### src/rtl/uart_rx_oversample.sv
// -----------------------------------------------------------------------------
// uart_rx_oversample
//   UART receive front end. A baud-enable generator drives an 8x-oversampling
//   receiver for 8N1 frames, or 8E1/8O1 frames when PARITY is set. Each good
//   byte appears on rx_data together with a one-clk rx_rdy strobe. The 1x and
//   8x baud enables are exported so a local transmitter or stimulus can use
//   the same timing.
//
//   Parameters
//     BD8_DIV  clk cycles per 8x tick (>= 2)
//     PARITY   "NONE" | "EVEN" | "ODD"
//
//   Ports
//     clk        in   system clock, rising edge
//     rst        in   asynchronous active-high reset
//     rx         in   serial line, asynchronous to clk, idles high
//     rx_data    out  [7:0] last correctly received byte
//     rx_rdy     out  one-clk pulse when rx_data has just been updated
//     rx_bd_en   out  one-clk pulse at the 8x baud rate
//     tx_bd_en   out  one-clk pulse at the 1x baud rate
//     frame_err  out  (UART_RX_ERR_EN only) one-clk pulse: stop bit sampled 0
//     parity_err out  (UART_RX_ERR_EN only) one-clk pulse: parity check failed
//
//   Optional feature: define UART_RX_ERR_EN to add frame_err and parity_err.
// -----------------------------------------------------------------------------
module uart_rx_oversample #(
    parameter int    BD8_DIV = 54,
    parameter string PARITY  = "NONE"
) (
    input  logic       clk,
    input  logic       rst,
    input  logic       rx,
    output logic [7:0] rx_data,
    output logic       rx_rdy,
    output logic       rx_bd_en,
    output logic       tx_bd_en
`ifdef UART_RX_ERR_EN
    ,
    output logic       frame_err,
    output logic       parity_err
`endif
);

    localparam int DW = (BD8_DIV > 2) ? $clog2(BD8_DIV) : 1;
    localparam logic [DW-1:0] DIV_LAST = DW'(BD8_DIV - 1);
    localparam bit PAR_EN  = (PARITY != "NONE");
    localparam bit PAR_ODD = (PARITY == "ODD");

    typedef enum logic [2:0] {IDLE, START, DATA, PAR, STOP} state_t;

    // ---------------- baud generator ----------------
    logic [DW-1:0] div_cnt;
    logic [2:0]    tick_cnt;
    logic          div_last;

    assign div_last = (div_cnt == DIV_LAST);

    // The tick counter advances at the same edge that sets rx_bd_en. This
    // makes tx_bd_en coincide with the rx_bd_en pulse on which the tick
    // count wraps from 7 to 0.
    always_ff @(posedge clk or posedge rst) begin
        if (rst) begin
            div_cnt  <= '0;
            tick_cnt <= '0;
            rx_bd_en <= 1'b0;
            tx_bd_en <= 1'b0;
        end else begin
            rx_bd_en <= div_last;
            tx_bd_en <= div_last && (tick_cnt == 3'd7);
            if (div_last) begin
                div_cnt  <= '0;
                tick_cnt <= tick_cnt + 3'd1;
            end else begin
                div_cnt  <= div_cnt + DW'(1);
            end
        end
    end

    // ---------------- input synchronizer ----------------
    // The synchronizer flops reset to 0. A line that is already low when
    // reset is released therefore shows no 1->0 edge and cannot start a frame.
    logic rx_s1, rx_s2, rx_prev;

    always_ff @(posedge clk or posedge rst) begin
        if (rst) begin
            rx_s1   <= 1'b0;
            rx_s2   <= 1'b0;
            rx_prev <= 1'b0;
        end else begin
            rx_s1 <= rx;
            rx_s2 <= rx_s1;
            if (rx_bd_en)
                rx_prev <= rx_s2;
        end
    end

    // ---------------- receiver FSM ----------------
    state_t     state, state_n;
    logic [2:0] cnt, cnt_n;
    logic [2:0] idx, idx_n;
    logic [7:0] shreg, shreg_n;
    logic       par_ok, par_ok_n;
    logic [7:0] data_n;
    logic       rdy_n;
`ifdef UART_RX_ERR_EN
    logic       ferr_n, perr_n;
`endif

    always_ff @(posedge clk or posedge rst) begin
        if (rst) begin
            state   <= IDLE;
            cnt     <= '0;
            idx     <= '0;
            shreg   <= '0;
            par_ok  <= 1'b1;
            rx_data <= '0;
            rx_rdy  <= 1'b0;
        end else begin
            state   <= state_n;
            cnt     <= cnt_n;
            idx     <= idx_n;
            shreg   <= shreg_n;
            par_ok  <= par_ok_n;
            rx_data <= data_n;
            rx_rdy  <= rdy_n;
        end
    end

`ifdef UART_RX_ERR_EN
    always_ff @(posedge clk or posedge rst) begin
        if (rst) begin
            frame_err  <= 1'b0;
            parity_err <= 1'b0;
        end else begin
            frame_err  <= ferr_n;
            parity_err <= perr_n;
        end
    end
`endif

    always_comb begin
        state_n  = state;
        cnt_n    = cnt;
        idx_n    = idx;
        shreg_n  = shreg;
        par_ok_n = par_ok;
        data_n   = rx_data;
        rdy_n    = 1'b0;
`ifdef UART_RX_ERR_EN
        ferr_n   = 1'b0;
        perr_n   = 1'b0;
`endif
        if (rx_bd_en) begin
            case (state)
                IDLE: begin
                    if (rx_prev && !rx_s2) begin
                        state_n = START;
                        cnt_n   = '0;
                    end
                end
                START: begin
                    // Recheck the line at mid start bit. A line that is high
                    // again here was only a glitch.
                    if (cnt == 3'd3) begin
                        cnt_n = '0;
                        if (rx_s2) begin
                            state_n = IDLE;
                        end else begin
                            state_n = DATA;
                            idx_n   = '0;
                        end
                    end else begin
                        cnt_n = cnt + 3'd1;
                    end
                end
                DATA: begin
                    cnt_n = cnt + 3'd1;            // wraps 7 -> 0 at each bit centre
                    if (cnt == 3'd7) begin
                        shreg_n[idx] = rx_s2;
                        if (idx == 3'd7) begin
                            state_n  = PAR_EN ? PAR : STOP;
                            par_ok_n = 1'b1;
                        end else begin
                            idx_n = idx + 3'd1;
                        end
                    end
                end
                PAR: begin
                    cnt_n = cnt + 3'd1;
                    if (cnt == 3'd7) begin
                        par_ok_n = ((^shreg) ^ rx_s2) == PAR_ODD;
                        state_n  = STOP;
                    end
                end
                STOP: begin
                    cnt_n = cnt + 3'd1;
                    // Leave at the stop-bit centre. This leaves half a bit to
                    // catch a start bit that follows with no idle gap.
                    if (cnt == 3'd7) begin
                        state_n = IDLE;
                        if (rx_s2 && par_ok) begin
                            data_n = shreg;
                            rdy_n  = 1'b1;
                        end
`ifdef UART_RX_ERR_EN
                        ferr_n = !rx_s2;
                        perr_n = !par_ok;
`endif
                    end
                end
                default: state_n = IDLE;
            endcase
        end
    end

endmodule

### config.mk
export PLATFORM = sky130hd
export DESIGN_NAME = uart_rx_oversample
export DESIGN_NICKNAME = d
export VERILOG_FILES = /design/src/rtl/uart_rx_oversample.sv
export SDC_FILE = /design/constraint.sdc
export NUM_CORES = 1
export LEC_CHECK = 0
export CAP_MARGIN = 0
export CORE_UTILIZATION = 25
export CTS_CLUSTER_SIZE = 40
export DETAILED_ROUTE_END_ITERATION = 8
export GPL_TIMING_DRIVEN = 0
export SYNTH_ARGS = -nofsm -noshare
export SYNTH_HDL_FRONTEND = slang
export SYNTH_SLANG_ARGS = --single-unit
### constraint.sdc
create_clock -name clk -period 2.6 [get_ports clk]
set_input_delay 0.78 -clock clk [delete_from_list [all_inputs] [get_ports clk]]
set_output_delay 0.78 -clock clk [all_outputs]
set_load 0.02 [all_outputs]
---- Yosys cells after proc, flatten, opt, wreduce, memory -nomap -nowiden ----
Index checks and enable logic that the tools add are counted.
cells by class
  equality and inequality tests ........... 17
  $add $sub $neg .......................... 4
  $lt $le $gt $ge ......................... 2
  muxes and demuxes ....................... 28
  reductions and logical operators ........ 17
  bitwise operators ....................... 2
operators by type and width
  operator                                                                      number
  3-bit two-way mux                                                             12
  2-bit != test, second input constant                                          8
  3-bit case mux with 5 select lines                                            1
  3-bit == test, second input constant                                          4
  3-bit by 1-bit adder with 3-bit output, second input constant                 3
  3-bit by 2-bit == test with 1-bit output, second input constant               3
  3-bit case mux with 3 select lines                                            1
  8-bit bitwise mux                                                             1
  1-bit two-way mux                                                             8
  8-bit XOR reduction                                                           1
  7-bit AND reduction                                                           1
  6-bit by 1-bit adder with 6-bit output, second input constant                 1
  6-bit == test, second input constant                                          1
  6-bit two-way mux                                                             1
  3-bit case mux with 2 select lines                                            1
  3-bit AND reduction                                                           2
  6-bit AND reduction                                                           1
  5-bit AND reduction                                                           1
  1-bit logical AND                                                             4
  3-bit by 4-bit less-than comparator with 1-bit output, second input constant  1
  4-bit AND reduction                                                           1
  2-bit nonzero test                                                            2
  1-bit demux with 3-bit select                                                 1
  3-bit by 1-bit == test with 1-bit output, second input constant               1
  other kinds (9)                                                               9
word-level totals
  logic and storage cells ................. 84
  bits of input ports ..................... 3
  bits in registers ....................... 41

---- Logic depth before layout (Yosys ltp) ----
Gate-level depths: netlist of the first run.
  depth in word-level cells ............... 5
  depth in mapped cells ................... 7
  mapped depth without buffers ............ 7

---- Worst setup path after synthesis of the first run ----
OpenSTA, ideal clock, no wires.
  path kind ............................... register -> register
  start ................................... reg idx[0]
  end ..................................... reg state[0]
  setup slack ............................. 0.833 ns
  stages on the path, launching flop included .. 8
  buffers on the path ..................... 0
  library setup time ...................... 0.128 ns
  required time ........................... 2.472 ns
  arrival time ............................ 1.639 ns
  cells stage by stage .................... dfrtp_1 -> ha_1 -> ha_1 -> nor3b_1 -> a31oi_1 -> o21ai_1 -> nor2_1 -> mux2_1
on the way
  cells in the longest elaborated chain, start to end .. 3
ends and longest elaborated chain
  element                               RTL line  text
  start: declaration                    100       logic [2:0] idx, idx_n;
  start signal: assignment              121       idx <= idx_n;
  3-bit == test                         180       if (idx == 3'd7) begin
  2-bit != test (no source line)        -
  7-bit AND reduction (no source line)  -
  end signal: assignment                119       state <= state_n;
  end: declaration                      98        state_t state, state_n;
No other way between the ends.
A chain may end at the register's enable or synchronous reset.

---- Worst setup path in the final report of the first run ----
  start ................................... reg rx_bd_en
  end ..................................... out rx_bd_en
RTL lines
  element                   RTL line  text
  start: declaration        35        output logic rx_bd_en,
  start signal: assignment  68        rx_bd_en <= div_last;
No word-level cell between the ends.

==> run summary, run 1 <==
outcome: complete, no violations
# nets final: 204
reg-to-reg setup timing slack: 660 ps
Max-Cap Viols: 0
FMAX: 450.6 MHz
IO buf count: 13
sw frac: 0.2021
initial core utilization: 0.2576
Num CTS Buffers: 5
Yosys cell types: 40
max-slew violations: 0
area share of the largest cell type after synthesis: 0.5028
PD cells: 458.7 mW/mm²
fin worst setup slack: 380.9 ps
Peak VDD IR: 0.2397 mV
CP cell instances: clkdlybuf4s50_1
Post-CTS Resized: 0
I/O pin cnt: 14
Via-to-Cell Ratio: 4.415
WL per Instance: 11.23 µm
Slew headroom: 0.4442
P&R area growth vs syn: 17.28%
hold path depth: 0
Area contributors post-synth: dfrtp_1 50%, mux2_4 6.0%, ha_1 5.7%
slowest stage delay, CP: 660 ps
register bit total from synthesis: 41
worst min-delay path endpoint: rx_s2
DP Worst Slack: 681.9 ps
multi-input combinational cell area: 907.1 µm²
Worst Path Max Fanout: 7
standard-cell rows: 32
minimum clock period: 2219 ps
GRT overflow: 0
DPL Wire Length: 2.355 mm
most frequent cells in the layout: 40 x dfrtp_1, 15 x nor2_1, 13 x clkdlybuf4s50_1, 10 x nand3_1, 9 x ha_1
routed wire length: 3.301 mm
Yosys Warn Count: 0
GP Congestion: 0.7829
crit end category: output port
global-route wire length before repair: 6.106 mm
RR Startpoint: idx[0]
commonest register cell after synthesis: dfrtp_1
diode count: 0
overall routing resource usage: 0.09195
hold slack: 350.7 ps
Comb pwr share: 0.020
H-tree levels: 2
Post-Route Skew: 3.184 ps
worst endpoint required time: 1820 ps
Core Area: 0.007727 mm²
antenna violations before repair: 0
most common cell after layout, fill and taps aside: dfrtp_1
post-route ant nets: 0
synthesized instance count: 172
Hold WC Path Type: flip-flop to flip-flop
largest net degree at the start of global routing: 42
R2R depth: 7
Leak Pwr: 1.068 nW
Reg2Reg Capture Point: state[0]
EDFF count, synth: 0
CTS clk-pin slew, worst paths: 70 ps
vias in the first global route: 1235
residual DRC count: 0
Fill cells: 799
Psw: 0.2164 mW
total nets after synthesis: 184
worst skew pair latency: 280 ps
Mapped Area: 0.001991 mm²
drt pass-1 iters: 4
post-route clock period utilization: 0.8535
Detailed Route Iter0 Violations: 69
RSZ-0062 raised after global routing: no
Crit path depth: 1
Die X: 91.24 µm
critical path class: flip-flop to output port
Hold Path Origin: rx_s1
critical path arrival: 1440 ps
CP top delay family: buffers and inverters
Post-CTS Hold Buffers: 0
slowest cell on the critical path: clkdlybuf4s50_1
Post-CTS Setup Inserts: 0
die area: 0.008324 mm²
hold violation count in the final report: 0
CP startpoint kind: flip-flop
CTS sink cnt: 41
Reg power frac: 0.597
Vias: 1298
Yosys top cell by area: dfrtp_1
register area: 0.001027 mm²
Clk Tree Root Cell: clkbuf_8
CP Buf/Inv Count: 1
sequential share of the synthesized area: 0.5160
CTS tree: built
Syn Area/Cell: 11.57 µm²
layout cells sized above 1: 0.1458
Clk pwr share: 0.383
final setup fails: 0
Least-Margin Pin Slew: 832.5 ps
clock buffer depth: 2
Int Pwr: 0.8545 mW
Die Span Y: 91.24 µm
FFs w/ async S/R, synth: 1.000
[logic make-up (layout without fill, tap and decap cells)]
family / after synthesis / in the layout / synth area share
simple gates: 52 / 52 / 0.1433
flops: 41 / 41 / 0.5160
fa+ha+maj: 9 / 9 / 0.05657
mux: 21 / 21 / 0.1326
buf+inv: 14 / 34 / 0.02828
xor+xnor: 13 / 13 / 0.05720
compound gates: 22 / 22 / 0.06600
[Yosys cell counts (2+ instances only)]
| cell | number |
|---|---|
| a21oi_1 | 3 |
| a31oi_1 | 3 |
| and3_1 | 2 |
| and3b_1 | 2 |
| buf_2 | 3 |
| dfrtp_1 | 40 |
| ha_1 | 9 |
| inv_1 | 8 |
| mux2_1 | 7 |
| mux2_2 | 4 |
| mux2_4 | 8 |
| mux2i_1 | 2 |
| nand2_1 | 7 |
| nand3_1 | 10 |
| nand4_1 | 3 |
| nor2_1 | 15 |
| nor3b_1 | 2 |
| nor4_1 | 2 |
| o21ai_0 | 8 |
| o21ai_1 | 2 |
| o31ai_1 | 2 |
| xnor2_1 | 8 |
| xor2_1 | 5 |
[power by group through the flow]
stage | clock (mW) | combinational, mW | sequential (mW)
6_report | 0.410 | 0.0219 | 0.639
5_1_grt | 0.458 | 0.0262 | 0.639
4_1_cts | 0.424 | 0.0237 | 0.639
3_5_place_dp | 0 | 0.0238 | 0.652
3_3_place_gp | 0 | 0.0233 | 0.652
2_1_floorplan | 0 | 0.0144 | 0.652
[through the flow]
| stage | utilization | cell area, µm² | std cells | power [mW] | TNS [ps] |
|---|---|---|---|---|---|
| 3_5_place_dp | 0.2910 | 2248 | 287 | 0.6756 | 0 |
| 3_3_place_gp | 0.2910 | 2248 | 287 | 0.6751 | -717.4 |
| 5_1_grt | 0.3021 | 2335 | 294 | 1.123 | 0 |
| 4_1_cts | 0.3021 | 2335 | 294 | 1.086 | 0 |
| 2_1_floorplan | - | 1991 | 172 | 0.6662 | 0 |
| 6_report | 0.3021 | 2335 | 294 | 1.071 | 0 |
[per-layer routing]
layer / part of all wire / track usage / vias up
met4: 0.0073 / 0.02778 / 0
met1: 0.51 / 0.1282 / 628
met2: 0.44 / 0.1364 / 28
met3: 0.046 / 0.02764 / 2
met5: 0 / 0 / -
li1: - / - / 640
[worst max path at each step]
| stage | start | endpoint | slack (ps) |
|---|---|---|---|
| CTS | rx_bd_en | rx_bd_en | 370 |
| global placement | rst | rx_data[2] | -20 |
| floorplan | idx[0] | state[0] | 830 |
| detailed placement | rst | rx_data[0] | 680 |
| finish | rx_bd_en | rx_bd_en | 380 |
| global route | rx_bd_en | rx_bd_en | 320 |
[final cells by class]
type | count | area share
flip-flops and latches | 41 | 0.4400
multi-input cells | 117 | 0.3885
repair buffers | 13 | 0.05573
well taps | 102 | 0.05466
clock buffers | 7 | 0.03698
inverters | 9 | 0.01447
plain buffers | 5 | 0.009646
[flip-flops by register name (all words and copies together) (netlist names), 3 cells and up]
signal	count
cnt	3
div_cnt	6
idx	3
rx_data	8
shreg	8
state	3
tick_cnt	3
No activity file was read; power rests on OpenSTA's default activity.
==> run 2: changes to the inputs <==
- CELL_PAD_IN_SITES_DETAIL_PLACEMENT: not set -> 1
- CELL_PAD_IN_SITES_GLOBAL_PLACEMENT: not set -> 1
- PLACE_DENSITY_LB_ADDON: not set -> 0.1
==> run 2 against run 1 <==
  * Wire length up 29%
  * Core utilization up 0.32 points
  * Clock power is 27% higher
  * Final cell count is 0.34% higher
  * Combinational power is 5% higher
  * First-iteration DRC count down 67%
  * Critical path depth is the same
  * Sequential share of layout area decreased by 0.47 points
  * Non-clock buffer count unchanged
  * Register-to-register slack about the same
  * Critical path type unchanged
  * Critical endpoint unchanged
==> run summary, run 2 (synthesis results as in run 1) <==
Die Span Y: 91.24 µm
residual DRC count: 0
most common cell after layout, fill and taps aside: dfrtp_1
P&R area growth vs syn: 18.54%
Hold WC Path Type: flip-flop to flip-flop
Post-Route Skew: 7.233 ps
outcome: complete, no violations
post-route clock period utilization: 0.8530
GRT overflow: 0
Util after Layout: 0.3054
Post-CTS Resized: 0
global-route wire length before repair: 7.396 mm
GP Congestion: 0.7195
RSZ-0062 raised after global routing: no
diode count: 0
CTS tree: built
post-route ant nets: 0
Least-Margin Pin Slew: 882.2 ps
FMAX: 450.9 MHz
CP startpoint kind: flip-flop
Post-CTS Setup Inserts: 0
Core Area: 0.007727 mm²
RR Startpoint: idx[0]
Placed Area: 0.002248 mm²
Hold Path Origin: rx_s1
slowest stage delay, CP: 650 ps
DPL Wire Length: 3.076 mm
clock buffer depth: 2
CTS sink cnt: 41
critical path arrival: 1440 ps
max-slew violations: 0
Leak Pwr: 1.079 nW
Post-CTS Hold Buffers: 0
worst skew pair latency: 300 ps
hold violation count in the final report: 0
antenna violations before repair: 0
crit end category: output port
Die X: 91.24 µm
initial core utilization: 0.2576
Slew headroom: 0.4110
final setup fails: 0
CP top delay family: buffers and inverters
critical path class: flip-flop to output port
standard-cell rows: 32
CTS clk-pin slew, worst paths: 80 ps
Vias: 1319
Detailed Route Iter0 Violations: 23
CP Launch Point: rx_bd_en
Clk Tree Root Cell: clkbuf_8
hold slack: 356.0 ps
fin worst setup slack: 382.3 ps
routed wire length: 4.249 mm
slowest cell on the critical path: clkdlybuf4s50_1
CP cell instances: clkdlybuf4s50_1
vias in the first global route: 1431
Num CTS Buffers: 5
# nets final: 204
CP Buf/Inv Count: 1
PD cells: 501.3 mW/mm²
H-tree levels: 2
layout cells sized above 1: 0.1503
Worst Path Max Fanout: 7
IO buf count: 13
I/O pin cnt: 14
drt pass-1 iters: 4
minimum clock period: 2218 ps
overall routing resource usage: 0.1146
Via-to-Cell Ratio: 4.471
Max-Cap Viols: 0
DP Worst Slack: 629.4 ps
most frequent cells in the layout: 40 x dfrtp_1, 15 x nor2_1, 13 x clkdlybuf4s50_1, 10 x nand3_1, 9 x ha_1
post-route cell area: 0.002360 mm²
TNS Setup: 0 ps
biggest regs: rx_data (8), shreg (8), div_cnt (6)
die area: 0.008324 mm²
largest net degree at the start of global routing: 42
WL per Instance: 14.40 µm
worst endpoint required time: 1820 ps
Fill cells: 877
Peak VDD IR: 0.2849 mV
run 2: cell types whose count changed in the layout (fill, tap and decap cells not counted), sizes merged:
cell	before	now
bufinv	0	1
clkbuf	8	7
clkinv	0	1
run 2: power by group:
group	switching (mW)	internal, mW	total (mW)	leakage [nW]
logic	0.0180	0.00500	0.0230	0.473
registers	0.000501	0.639	0.639	0.550
clock network	0.232	0.288	0.521	0.0554
total	0.251	0.932	1.18	1.08
run 2: area by class of cell:
| cell class | instances | area (µm²) | area share |
|---|---|---|---|
| Buffer | 5 | 22.52 | 0.009544 |
| Clock buffer | 6 | 72.57 | 0.03075 |
| Clock inverter | 2 | 38.79 | 0.01644 |
| Inverter | 9 | 33.78 | 0.01432 |
| Multi-Input combinational cell | 117 | 907.1 | 0.3844 |
| Sequential cell | 41 | 1027 | 0.4353 |
| Tap cell | 102 | 127.6 | 0.05408 |
| Timing Repair Buffer | 13 | 130.1 | 0.05514 |
run 2: per-layer routing:
layer / global-route usage / part of all wire / wire (µm) / up-vias
met5: 0 / 0 / 0 / -
met4: 0.03571 / 0.013 / 57 / 0
met3: 0.03266 / 0.024 / 101 / 5
met2: 0.1875 / 0.50 / 2113 / 13
met1: 0.1458 / 0.47 / 1977 / 664
li1: - / - / - / 637
run 2: final timing paths:
| kind | end | slack, ps | cells past startpoint |
|---|---|---|---|
| worst max-delay path | rx_bd_en | 380 | 1 |
| worst min-delay path | rx_s2 | 360 | 0 |
| worst max register to register | state[0] | 660 | 7 |
| worst min register to register | rx_s2 | 360 | 0 |
| max in group asynchronous | idx[1] | 1060 | 2 |
| min in group asynchronous | rx_rdy | 990 | 2 |
run 2: metrics by stage:
stage | std cells | power [mW]
global route | 295 | 1.243
finish | 295 | 1.183
global placement | 287 | 0.6764
floorplan | 172 | 0.6662
CTS | 295 | 1.213
detailed placement | 287 | 0.6770
==> run 3: changes to the inputs <==
- CORE_UTILIZATION: 25 -> 50
==> run 3 against run 2 <==
  * Via count increased by 1.9%
  * Maximum frequency rose by 0.78%
  * Power down 8.2%
  * Combinational power decreased by 3%
  * Critical path type unchanged
==> run summary, run 3 (synthesis results as in run 1) <==
outcome: complete, no violations
WL per Instance: 16.65 µm
CTS tree: built
DPL Wire Length: 2.993 mm
biggest regs: rx_data (8), shreg (8), div_cnt (6)
R2R depth: 7
RSZ-0062 raised after global routing: no
TNS Setup: 0 ps
hold path depth: 0
clock buffer depth: 2
layout cells sized above 1: 0.1451
worst endpoint required time: 1820 ps
Clk Tree Root Cell: clkbuf_8
CP startpoint kind: flip-flop
Die Span Y: 65.10 µm
initial core utilization: 0.5318
Post-Route Skew: 5.645 ps
Reg2Reg Capture Point: state[0]
post-route clock period utilization: 0.8464
max-slew violations: 0
residual DRC count: 0
CTS sink cnt: 41
Core Area: 0.003744 mm²
PD cells: 478.2 mW/mm²
Fill cells: 417
Num CTS Buffers: 5
die area: 0.004237 mm²
worst skew pair latency: 290 ps
overall routing resource usage: 0.2261
I/O pin cnt: 14
CP Buf/Inv Count: 1
post-route ant nets: 0
Post-CTS Resized: 0
reg-to-reg setup timing slack: 570 ps
Leak Pwr: 1.069 nW
GRT overflow: 0
standard-cell rows: 22
RR Startpoint: idx[0]
GP Congestion: 0.8404
P&R area growth vs syn: 14.08%
final setup fails: 0
H-tree levels: 2
global-route wire length before repair: 7.107 mm
Detailed Route Iter0 Violations: 66
drt pass-1 iters: 4
minimum clock period: 2201 ps
crit end category: output port
FMAX: 454.4 MHz
diode count: 0
slowest stage delay, CP: 650 ps
Hold WC Path Type: flip-flop to flip-flop
# nets final: 204
Worst Path Max Fanout: 7
IO buf count: 13
critical path arrival: 1420 ps
Hold Path Origin: rx_s1
largest net degree at the start of global routing: 42
CP cell instances: clkdlybuf4s50_1
Util after Layout: 0.6066
vias in the first global route: 1506
most common cell after layout, fill and taps aside: dfrtp_1
Post-CTS Hold Buffers: 0
CP Launch Point: rx_bd_en
routed wire length: 4.012 mm
Peak VDD IR: 0.2830 mV
Via-to-Cell Ratio: 5.577
CP top delay family: buffers and inverters
Die X: 65.10 µm
worst min-delay path endpoint: rx_s2
CTS clk-pin slew, worst paths: 70 ps
Least-Margin Pin Slew: 830.3 ps
critical path class: flip-flop to output port
Post-CTS Setup Inserts: 0
hold violation count in the final report: 0
slowest cell on the critical path: clkdlybuf4s50_1
most frequent cells in the layout: 40 x dfrtp_1, 15 x nor2_1, 13 x clkdlybuf4s50_1, 10 x nand3_1, 9 x ha_1
Slew headroom: 0.4456
Max-Cap Viols: 0
Vias: 1344
antenna violations before repair: 0
run 3: layout make-up:
class | count | area [µm²] | area share
clock buffers | 8 | 90.09 | 0.03967
repair buffers | 13 | 130.1 | 0.05730
multi-input cells | 117 | 907.1 | 0.3994
flip-flops and latches | 41 | 1027 | 0.4523
well taps | 48 | 60.06 | 0.02645
plain buffers | 5 | 22.52 | 0.009917
inverters | 9 | 33.78 | 0.01488
run 3: metal layers:
layer / up-vias / share of wire / global-route usage
met5: - / 0 / 0
met4: 0 / 0.016 / 0.09511
met3: 7 / 0.026 / 0.03646
met2: 21 / 0.53 / 0.4141
met1: 673 / 0.43 / 0.2597
li1: 643 / - / -
run 3: worst max path at each step:
stage / endpoint / slack [ps] / cells past startpoint
2_1_floorplan: state[0] / 830 / 7
3_3_place_gp: state[2] / 80 / 2
3_5_place_dp: state[0] / 600 / 7
4_1_cts: rx_bd_en / 390 / 1
5_1_grt: rx_bd_en / 340 / 1
6_report: rx_bd_en / 400 / 1
run 3: stage by stage:
stage | total power, mW | cells | area, µm² | hold WS, ps | setup WS [ps]
6_report | 1.086 | 241 | 2271 | 356.2 | 399.4
4_1_cts | 1.103 | 241 | 2271 | 357.7 | 390.0
5_1_grt | 1.126 | 241 | 2271 | 372.4 | 342.0
2_1_floorplan | 0.6662 | 172 | 1991 | 331.2 | 833.1
3_5_place_dp | 0.6755 | 233 | 2181 | 340.2 | 596.8
3_3_place_gp | 0.6739 | 233 | 2181 | 332.6 | 80.77
run 3: where the power goes:
part	internal, mW	leakage [nW]	total (mW)	switching (mW)
sequential	0.639	0.550	0.639	0.000539
clock	0.216	0.0455	0.424	0.208
combinational	0.00499	0.473	0.0222	0.0172
total	0.860	1.07	1.09	0.226
